[config.mk]
export PLATFORM = sky130hd
export DESIGN_NAME = md_ctrl_flat
export DESIGN_NICKNAME = d
export VERILOG_FILES = /design/src/rtl/md_ctrl_pkg.sv /design/src/rtl/md_ctrl_if.sv /design/src/rtl/md_ctrl.sv /design/src/flat_wrapper.sv
export SDC_FILE = /design/constraint.sdc
export NUM_CORES = 1
export LEC_CHECK = 0
export ABC_CLOCK_PERIOD_IN_PS = 3050
export BUFFER_PORTS_ARGS = -buffer_cell sky130_fd_sc_hd__clkbuf_2
export CAP_MARGIN = 15
export CORE_AREA = 2 2 53 55
export CTS_BUF_LIST = sky130_fd_sc_hd__clkbuf_8
export CTS_CLUSTER_SIZE = 12
export DETAILED_ROUTE_END_ITERATION = 8
export DIE_AREA = 0 0 55 57
export PLACE_DENSITY_LB_ADDON = 0.25
export SLEW_MARGIN = 20
export SYNTH_ARGS = -nofsm -noshare
export SYNTH_HDL_FRONTEND = slang
export SYNTH_SLANG_ARGS = --single-unit
[constraint.sdc]
create_clock -name clk -period 3.05 [get_ports clk]
set_clock_uncertainty 0.2 [all_clocks]
set_input_delay 0.305 -clock clk [delete_from_list [all_inputs] [get_ports clk]]
set_output_delay 0.305 -clock clk [all_outputs]
set_load 0.005 [all_outputs]
[src/rtl/md_ctrl_pkg.sv]
// md_ctrl_pkg: shared definitions for the multiply/divide sequencing
// controller and the HI/LO datapath it drives.
//   - MDU op codes as seen in the E stage (MD_NONE .. MD_MFLO)
//   - calc_op encodings for the in-flight calculation
//   - default latencies and counter width
//   - controller state encoding
package md_ctrl_pkg;

  typedef logic [3:0] md_op_t;
  typedef logic [1:0] calc_op_t;

  // E-stage MDU op codes; anything above MD_MFLO is treated as none.
  localparam md_op_t MD_NONE  = 4'd0;
  localparam md_op_t MD_MULT  = 4'd1;
  localparam md_op_t MD_MULTU = 4'd2;
  localparam md_op_t MD_DIV   = 4'd3;
  localparam md_op_t MD_DIVU  = 4'd4;
  localparam md_op_t MD_MTHI  = 4'd5;
  localparam md_op_t MD_MTLO  = 4'd6;
  localparam md_op_t MD_MFHI  = 4'd7;
  localparam md_op_t MD_MFLO  = 4'd8;

  // In-flight calculation encodings (E op code minus one).
  localparam calc_op_t CALC_MULT  = 2'd0;
  localparam calc_op_t CALC_MULTU = 2'd1;
  localparam calc_op_t CALC_DIV   = 2'd2;
  localparam calc_op_t CALC_DIVU  = 2'd3;

  // Default latencies shared with the MDU datapath.
  localparam int MD_MULT_LAT_DEF = 5;
  localparam int MD_DIV_LAT_DEF  = 10;
  localparam int MD_CNT_W_DEF    = 4;

  typedef enum logic {
    ST_IDLE = 1'b0,
    ST_BUSY = 1'b1
  } md_state_e;

  // True for the four ops that start a multi-cycle calculation.
  function automatic logic is_calc_op(input md_op_t op);
    return (op >= MD_MULT) && (op <= MD_DIVU);
  endfunction

  // True for the two divide ops (they load the longer latency).
  function automatic logic is_div_op(input md_op_t op);
    return (op == MD_DIV) || (op == MD_DIVU);
  endfunction

endpackage

[src/rtl/md_ctrl_if.sv]
// md_ctrl_if: pipeline <-> MDU controller signal bundle.
//   master (pipeline side): drives Req, E_md_op, D_md_use; observes enables/stall.
//   slave  (md_ctrl):       consumes requests; drives cap_en, calc_op, hl_we,
//                           hi_mt_we, lo_mt_we, busy, D_stall.
// Handshake: E_md_op in {mult,multu,div,divu} is the request ("valid"); the
// controller is "ready" only in IDLE with Req low, and the transfer happens in
// the cycle where both hold, which is exactly the cycle cap_en is high. There
// is no back-pressure path other than D_stall, which keeps new MDU ops out of E
// while a calculation is in flight.
interface md_ctrl_if;
  logic                  Req;
  md_ctrl_pkg::md_op_t   E_md_op;
  logic                  D_md_use;
  logic                  cap_en;
  md_ctrl_pkg::calc_op_t calc_op;
  logic                  hl_we;
  logic                  hi_mt_we;
  logic                  lo_mt_we;
  logic                  busy;
  logic                  D_stall;

  modport master (
    output Req, E_md_op, D_md_use,
    input  cap_en, calc_op, hl_we, hi_mt_we, lo_mt_we, busy, D_stall
  );

  modport slave (
    input  Req, E_md_op, D_md_use,
    output cap_en, calc_op, hl_we, hi_mt_we, lo_mt_we, busy, D_stall
  );
endinterface

[src/rtl/md_ctrl.sv]
// md_ctrl: sequencing controller for the multiply/divide unit behind the
// E-stage HI/LO path.
// Ports:
//   clk        system clock
//   rst        asynchronous, active-high reset
//   md         md_ctrl_if.slave bundle:
//                Req       exception taken; E-stage instruction is flushed
//                E_md_op   E-stage MDU op code
//                D_md_use  D-stage instruction is an MDU op
//                cap_en    (comb) capture operands into MDU this cycle
//                calc_op   (reg) op of the in-flight calculation
//                hl_we     (reg) one-cycle pulse: write computed HI/LO
//                hi_mt_we  (comb) mthi write of E_rs into HI
//                lo_mt_we  (comb) mtlo write of E_rs into LO
//                busy      (reg) calculation in flight
//                D_stall   (comb) stall the D stage
//   state_dbg  current FSM state
//   cnt_dbg    current latency counter value
// An op accepted in cycle t keeps busy high for cycles t+1..t+LAT and pulses
// hl_we in cycle t+LAT+1.
module md_ctrl
  import md_ctrl_pkg::*;
#(
  parameter int MULT_LAT = MD_MULT_LAT_DEF,
  parameter int DIV_LAT  = MD_DIV_LAT_DEF,
  parameter int CNT_W    = MD_CNT_W_DEF
) (
  input  logic             clk,
  input  logic             rst,
  md_ctrl_if.slave         md,
  output md_state_e        state_dbg,
  output logic [CNT_W-1:0] cnt_dbg
);

  localparam logic [CNT_W-1:0] MULT_LD = CNT_W'(MULT_LAT);
  localparam logic [CNT_W-1:0] DIV_LD  = CNT_W'(DIV_LAT);
  localparam logic [CNT_W-1:0] CNT_ONE = CNT_W'(1);
  localparam logic [CNT_W-1:0] CNT_ZERO = '0;

  md_state_e        state_q, state_d;
  logic [CNT_W-1:0] cnt_q, cnt_d;
  calc_op_t         calc_op_q, calc_op_d;
  logic             hl_we_q, hl_we_d;

  logic             accept;
  logic             hi_we, lo_we;

  // Next-state and combinational outputs. Requests only take effect in IDLE;
  // anything arriving while BUSY is dropped (no restart, no mt write), which
  // keeps the in-flight result intact if D_stall is ever bypassed.
  always_comb begin
    state_d   = state_q;
    cnt_d     = cnt_q;
    calc_op_d = calc_op_q;
    hl_we_d   = 1'b0;
    accept    = 1'b0;
    hi_we     = 1'b0;
    lo_we     = 1'b0;

    unique case (state_q)
      ST_IDLE: begin
        // Req flushes the E-stage instruction, so nothing it carries may
        // launch or write HI/LO.
        if (!md.Req) begin
          hi_we = (md.E_md_op == MD_MTHI);
          lo_we = (md.E_md_op == MD_MTLO);
          if (is_calc_op(md.E_md_op)) begin
            accept    = 1'b1;
            state_d   = ST_BUSY;
            cnt_d     = is_div_op(md.E_md_op) ? DIV_LD : MULT_LD;
            calc_op_d = 2'(md.E_md_op - MD_MULT);
          end
        end
      end
      ST_BUSY: begin
        // Req does not cancel a running calculation; the datapath finishes
        // and the result is still written back.
        if (cnt_q == CNT_ONE) begin
          state_d = ST_IDLE;
          cnt_d   = CNT_ZERO;
          hl_we_d = 1'b1;
        end else begin
          cnt_d = cnt_q - CNT_ONE;
        end
      end
      default: begin
        state_d = ST_IDLE;
        cnt_d   = CNT_ZERO;
      end
    endcase
  end

  // Reset abandons any calculation; hl_we is cleared so no late pulse escapes.
  always_ff @(posedge clk or posedge rst) begin
    if (rst) begin
      state_q   <= ST_IDLE;
      cnt_q     <= CNT_ZERO;
      calc_op_q <= CALC_MULT;
      hl_we_q   <= 1'b0;
    end else begin
      state_q   <= state_d;
      cnt_q     <= cnt_d;
      calc_op_q <= calc_op_d;
      hl_we_q   <= hl_we_d;
    end
  end

  assign md.cap_en   = accept;
  assign md.calc_op  = calc_op_q;
  assign md.hl_we    = hl_we_q;
  assign md.hi_mt_we = hi_we;
  assign md.lo_mt_we = lo_we;
  assign md.busy     = (state_q == ST_BUSY);
  // An MDU op in D waits while a calculation is running or being launched;
  // release coincides with the hl_we cycle, so HI/LO reads see the new value.
  assign md.D_stall  = md.D_md_use & ((state_q == ST_BUSY) | accept);

  assign state_dbg = state_q;
  assign cnt_dbg   = cnt_q;

endmodule

[src/flat_wrapper.sv]
// flat-port wrapper written by rule: the top's interface ports become plain ports
module md_ctrl_flat import md_ctrl_pkg::*;
#(
  parameter int MULT_LAT = MD_MULT_LAT_DEF,
  parameter int DIV_LAT  = MD_DIV_LAT_DEF,
  parameter int CNT_W    = MD_CNT_W_DEF
)
  (clk, rst, state_dbg, cnt_dbg, md_Req, md_E_md_op, md_D_md_use, md_cap_en, md_calc_op, md_hl_we, md_hi_mt_we, md_lo_mt_we, md_busy, md_D_stall);
  md_ctrl_if md_i ();
  input  logic clk;
  input  logic rst;
  output md_state_e state_dbg;
  output logic [CNT_W-1:0] cnt_dbg;
  input wire logic [$bits(md_i.Req)-1:0] md_Req;
  input wire logic [$bits(md_i.E_md_op)-1:0] md_E_md_op;
  input wire logic [$bits(md_i.D_md_use)-1:0] md_D_md_use;
  output wire logic [$bits(md_i.cap_en)-1:0] md_cap_en;
  output wire logic [$bits(md_i.calc_op)-1:0] md_calc_op;
  output wire logic [$bits(md_i.hl_we)-1:0] md_hl_we;
  output wire logic [$bits(md_i.hi_mt_we)-1:0] md_hi_mt_we;
  output wire logic [$bits(md_i.lo_mt_we)-1:0] md_lo_mt_we;
  output wire logic [$bits(md_i.busy)-1:0] md_busy;
  output wire logic [$bits(md_i.D_stall)-1:0] md_D_stall;
  assign md_i.Req = md_Req;
  assign md_i.E_md_op = md_E_md_op;
  assign md_i.D_md_use = md_D_md_use;
  assign md_cap_en = md_i.cap_en;
  assign md_calc_op = md_i.calc_op;
  assign md_hl_we = md_i.hl_we;
  assign md_hi_mt_we = md_i.hi_mt_we;
  assign md_lo_mt_we = md_i.lo_mt_we;
  assign md_busy = md_i.busy;
  assign md_D_stall = md_i.D_stall;
  md_ctrl #(.MULT_LAT(MULT_LAT), .DIV_LAT(DIV_LAT), .CNT_W(CNT_W)) u_core (.clk(clk), .rst(rst), .md(md_i), .state_dbg(state_dbg), .cnt_dbg(cnt_dbg));
endmodule
Yosys cells after proc, flatten, opt, wreduce, memory -nomap -nowiden
Cells that the tools add are included.

storage, ports and cells
  output and inout port bits = 13
  flip-flop bits (word level) = 8
  input port bits = 8

cells by class
  eq/ne operators = 7
  order comparisons = 2
  mux-type cells = 16
  add/sub/neg operators = 2
  bitwise gates (word level) = 4
  reductions and logical operators = 4

operator list
  operator                                                                              number
  4-bit two-way mux                                                                     4
  4-bit by 3-bit equality test with 1-bit output (second input constant)                3
  1-bit two-way mux                                                                     10
  4-bit case mux with 2 select lines                                                    1
  4-bit by 1-bit equality test with 1-bit output (second input constant)                1
  4-bit by 2-bit equality test with 1-bit output (second input constant)                1
  4-bit by 1-bit greater-or-equal comparator with 1-bit output (second input constant)  1
  4-bit by 3-bit <= comparator with 1-bit output (second input constant)                1
  4-bit by 1-bit subtractor with 4-bit output (second input constant)                   1
  3-bit AND reduction                                                                   1
  2-bit by 1-bit inequality test with 1-bit output (second input constant)              1
  2-bit inequality test (second input constant)                                         1
  1-bit NOT                                                                             2
  1-bit case mux with 2 select lines                                                    1
  2-bit AND reduction                                                                   1
  2-bit by 1-bit subtractor with 2-bit output (second input constant)                   1
  1-bit bitwise AND                                                                     1
  1-bit logical AND                                                                     1
  1-bit logical OR                                                                      1
  1-bit OR                                                                              1

Longest topological paths before layout
  word-level depth = 7
  mapped depth = 6

Worst setup path before layout
Ideal clock, no wire load.

  path kind = input-to-output
  start point = in md_E_md_op[0]
  end point = out md_D_stall
  stages = 6
  arrival = 1.227 ns
  required time = 2.545 ns
  buffers on the path = 0
  setup slack = 1.318 ns
  path through = inv_1 -> ha_1 -> and2b_1 -> nor3_4 -> nor2_1 -> nor2b_1

on the way
  word-level cells in the longest chain between the ends = 7

RTL lines
  what                                                                                                                                   line                RTL
  from (decl)                                                                                                                            flat_wrapper.sv:15  input wire logic [$bits(md_i.E_md_op)-1:0] md_E_md_op;
  4-bit by 1-bit greater-or-equal comparator with 1-bit output / 4-bit by 3-bit <= comparator with 1-bit output (equally long branches)  md_ctrl_pkg.sv:41   return (op >= MD_MULT) && (op <= MD_DIVU);
  1-bit logical AND *                                                                                                                    md_ctrl_pkg.sv:41
  1-bit two-way mux *                                                                                                                    md_ctrl.sv:67       if (is_calc_op(md.E_md_op)) begin
  1-bit two-way mux *                                                                                                                    md_ctrl.sv:64       if (!md.Req) begin
  1-bit two-way mux *                                                                                                                    md_ctrl.sv:60       unique case (state_q)
  1-bit OR *                                                                                                                             md_ctrl.sv:116      assign md.D_stall = md.D_md_use & ((state_q == ST_BUSY) | accept);
  1-bit bitwise AND *                                                                                                                    md_ctrl.sv:116
  to (decl)                                                                                                                              flat_wrapper.sv:23  output wire logic [$bits(md_i.D_stall)-1:0] md_D_stall;

Mark *: on every way between the ends. The rest lies on a longest branch, timed or not.

Worst setup path after layout
Same ends and word-level chain as after synthesis.

==> flow_summary.toml <==
[cells_and_area]
finish.instance_area_sq_um = 773
antenna_cells = 0
drive_gt1_frac = 0.354
filler_cell_count_in_the_final_layout = 299
finish.utilization = 0.296
final_common_cell = "sky130_fd_sc_hd__clkbuf_2"
post_layout_nonfiller_instances = 110
num-nets-final = 96
layout.cells.most_common_list = "20 x sky130_fd_sc_hd__clkbuf_2, 8 x sky130_fd_sc_hd__dfrtp_1, 7 x sky130_fd_sc_hd__inv_1, 7 x sky130_fd_sc_hd__mux2i_1, 7 x sky130_fd_sc_hd__ha_1"
area.growth.synth_to_final_pct = 30.1

[placed_design]
finalWeightedCongestion = 0.724
dp.final_hpwl_microns = 973
post_dp_cell_area_sq_um = 722
portBuffers = 20
placed_cells_incl_taps = 106

[logic_synthesis]
post-synth-top-area-fraction = 0.337
yosys_cell_types = 24
synth.mux.area_fraction = 0.143
syn-cell-area_sq_um = 594
synth_adder_area_share = 0.147
syn_area_per_cell_sq_um = 10.4
syn-instance-count = 57
synthTopCellsByArea = "sky130_fd_sc_hd__dfrtp_1 34%, sky130_fd_sc_hd__ha_1 15%, sky130_fd_sc_hd__mux2i_1 12%"
yosys.area_share.simple = 0.244
synth_seq_area_share = 0.337
synthesized_area_fraction_occupied_by_ao_oa_aoi_and_oai_cells = 0.0653
synth_seq_cells = 8
main_combinational_cell_family_by_area_after_synthesis = "simple AND/OR/NAND/NOR gates"
synth_fp_nets = 72
yosys_warnings = 0
synthesized_area_fraction_occupied_by_xor_and_xnor_cells = 0
synth_top_area_cell = "sky130_fd_sc_hd__dfrtp_1"

[hold_path]
hold_class = "primary input to flip-flop"
holdPathStages = 2

[power_and_ir_drop]
p_leak_nw = 0.390
powerDensity_nw_per_um2 = 763
max-vdd-ir-drop_uv = 347

[route]
vias = 468
first_pass_iters = 4
route.detailed.wl_per_inst_microns = 10.7
drc_errors = 0
drt_first_iter_violations = 5
vias_per_cell = 4.25
drtAntennaViolNets = 0
drt_wl_total_microns = 1180

[worst_setup_path]
regToRegStartpoint = "u_core.cnt_dbg[0]"
critPathLaunchType = "primary input"
r2r_end = "u_core.cnt_dbg[3]"
critical_path.endpoint_type = "primary output"
cp_data_required_time_ns = 2.54
timing.setup.critical_path_class = "primary input to primary output"
critPathCapture = "md_D_stall"
reg2reg_slack_ns = 1.52
worstSetupStartpoint = "md_E_md_op[0]"
path_max_fanout = 5
timing.reg2reg.worst_path_depth = 4
worst_ep_arrival_time_ns = 1.54

[global_route]
first_global_vias = 446
pin_count_of_the_biggest_net_entering_global_routing = 14
grt_remaining_overflow = 0
gr-usage-all-layers = 0.0869
grt_pass1_wl_microns = 1880
antenna_found_initial = 0

[cts]
cts_repair_resize_count = 0
clk_path_buf_depth = 2
cts.htree.levels = 1
numCtsBuffers = 3
clock-sinks = 8
clk_latency_ns = 0.22
worst_setup_hold_path_clk_slew_ns = 0.04
ctsHoldBuffers = 1
cts_post_setup_buffers_inserted = 0
cts_root_buffer = "sky130_fd_sc_hd__clkbuf_8"
cts_tree = "done"

[timing]
min_period_ns = 2.05
setup-tns-final_ns = 0
final.period_utilization = 0.671
worst_slew_pin_slew_ns = 0.486
max-slew-margin-rel = 0.676
finalSetupViolCount = 0
final-max-slew-violation-count = 0
max_freq_mhz = 489
report.final.hold_viol_count = 0
grt_setup_unrepaired = "no"

[floorplanning]
core.rowCount = 19
core_area_sq_um = 2620
die_y_microns = 57
dieArea_sq_um = 3140
die_width_microns = 55
design.portCount = 21
initial_core_util = 0.227

[flow_run]
cap_viol_max_count = 0

[run_status]
result_of_the_run = "finished, final reports clean"
==> power by group <==
part / switching [mW] / leakage, nW / total [mW] / internal (mW)
combinational: 0.108 / 0.274 / 0.240 / 0.132
sequential: 0.0667 / 0.0948 / 0.224 / 0.158
clock: 0.0397 / 0.0216 / 0.125 / 0.0853
total: 0.215 / 0.390 / 0.590 / 0.375
==> worst min path at each step <==
| stage | from | endpoint | slack, ns |
|---|---|---|---|
| 6_report | md_E_md_op[0] | u_core.md.calc_op[0] | 0.11 |
| 5_1_grt | md_E_md_op[0] | u_core.md.calc_op[0] | 0.11 |
| 4_1_cts | md_E_md_op[0] | u_core.md.calc_op[0] | 0.11 |
| 3_5_place_dp | rst | u_core.md.calc_op[0] | 0.06 |
| 3_3_place_gp | rst | u_core.md.calc_op[0] | 0.06 |
| 2_1_floorplan | rst | u_core.cnt_dbg[0] | -0.08 |
==> worst max-delay path, cell delays in order <==
cell	delay, ns
sky130_fd_sc_hd__clkbuf_2	0.12
sky130_fd_sc_hd__inv_1	0.08
sky130_fd_sc_hd__ha_1	0.20
sky130_fd_sc_hd__nor3b_4	0.17
sky130_fd_sc_hd__nor3_4	0.34
sky130_fd_sc_hd__nor2_1	0.09
sky130_fd_sc_hd__nor2b_1	0.12
sky130_fd_sc_hd__clkbuf_2	0.11
==> metal layers <==
metal	part of all wire	GRT usage	up-vias
li1	-	-	236
met1	0.49	0.115	210
met2	0.41	0.114	18
met3	0.071	0.0236	4
met4	0.034	0.0732	0
met5	0	0	-
==> cell type report <==
type                       count  area [sq um]  area share
multi-input combinational     40           357       0.461
timing repair buffer          21           110       0.142
clock buffer                   3          41.3      0.0534
inverter                       7          26.3      0.0340
tap                           31          38.8      0.0502
sequential                     8           200       0.259
==> Yosys cell counts (all sizes together) <==
| cell | instances |
|---|---|
| and3 | 1 |
| mux2 | 1 |
| mux2i | 7 |
| and2b | 1 |
| or2 | 1 |
| dfrtp | 8 |
| a31oi | 1 |
| nor4b | 1 |
| nor3 | 1 |
| ha | 7 |
| a21oi | 3 |
| or3 | 1 |
| nor3b | 2 |
| nor2 | 5 |
| and2 | 3 |
| buf | 2 |
| o21a | 1 |
| inv | 7 |
| nor4 | 1 |
| o21ai | 2 |
| nor2b | 1 |
==> per-stage QoR <==
stage	hold WS [ns]	setup WS [ns]	total power, mW
final	0.109	1.00	0.590
after global routing	0.111	0.884	0.655
after CTS	0.110	0.977	0.603
after detailed placement	0.0607	0.978	0.472
after global placement	0.0596	0.986	0.469
after floorplan	-0.0793	1.32	0.380
==> sequential cells by signal, indices dropped and copies added (netlist names) <==
signal and count:
u_core.md.calc_op 2, u_core.cnt_dbg 4, u_core.md.busy 1, u_core.md.hl_we 1
==> kinds of logic after synthesis <==
logic type / count (synthesis)
flip-flops: 8
adder cells (fa/ha/maj): 7
buffers and inverters: 9
AND/OR/NAND/NOR: 18
AO/OA/AOI/OAI: 7
multiplexers: 8
Power figures use the tool's default switching activity.
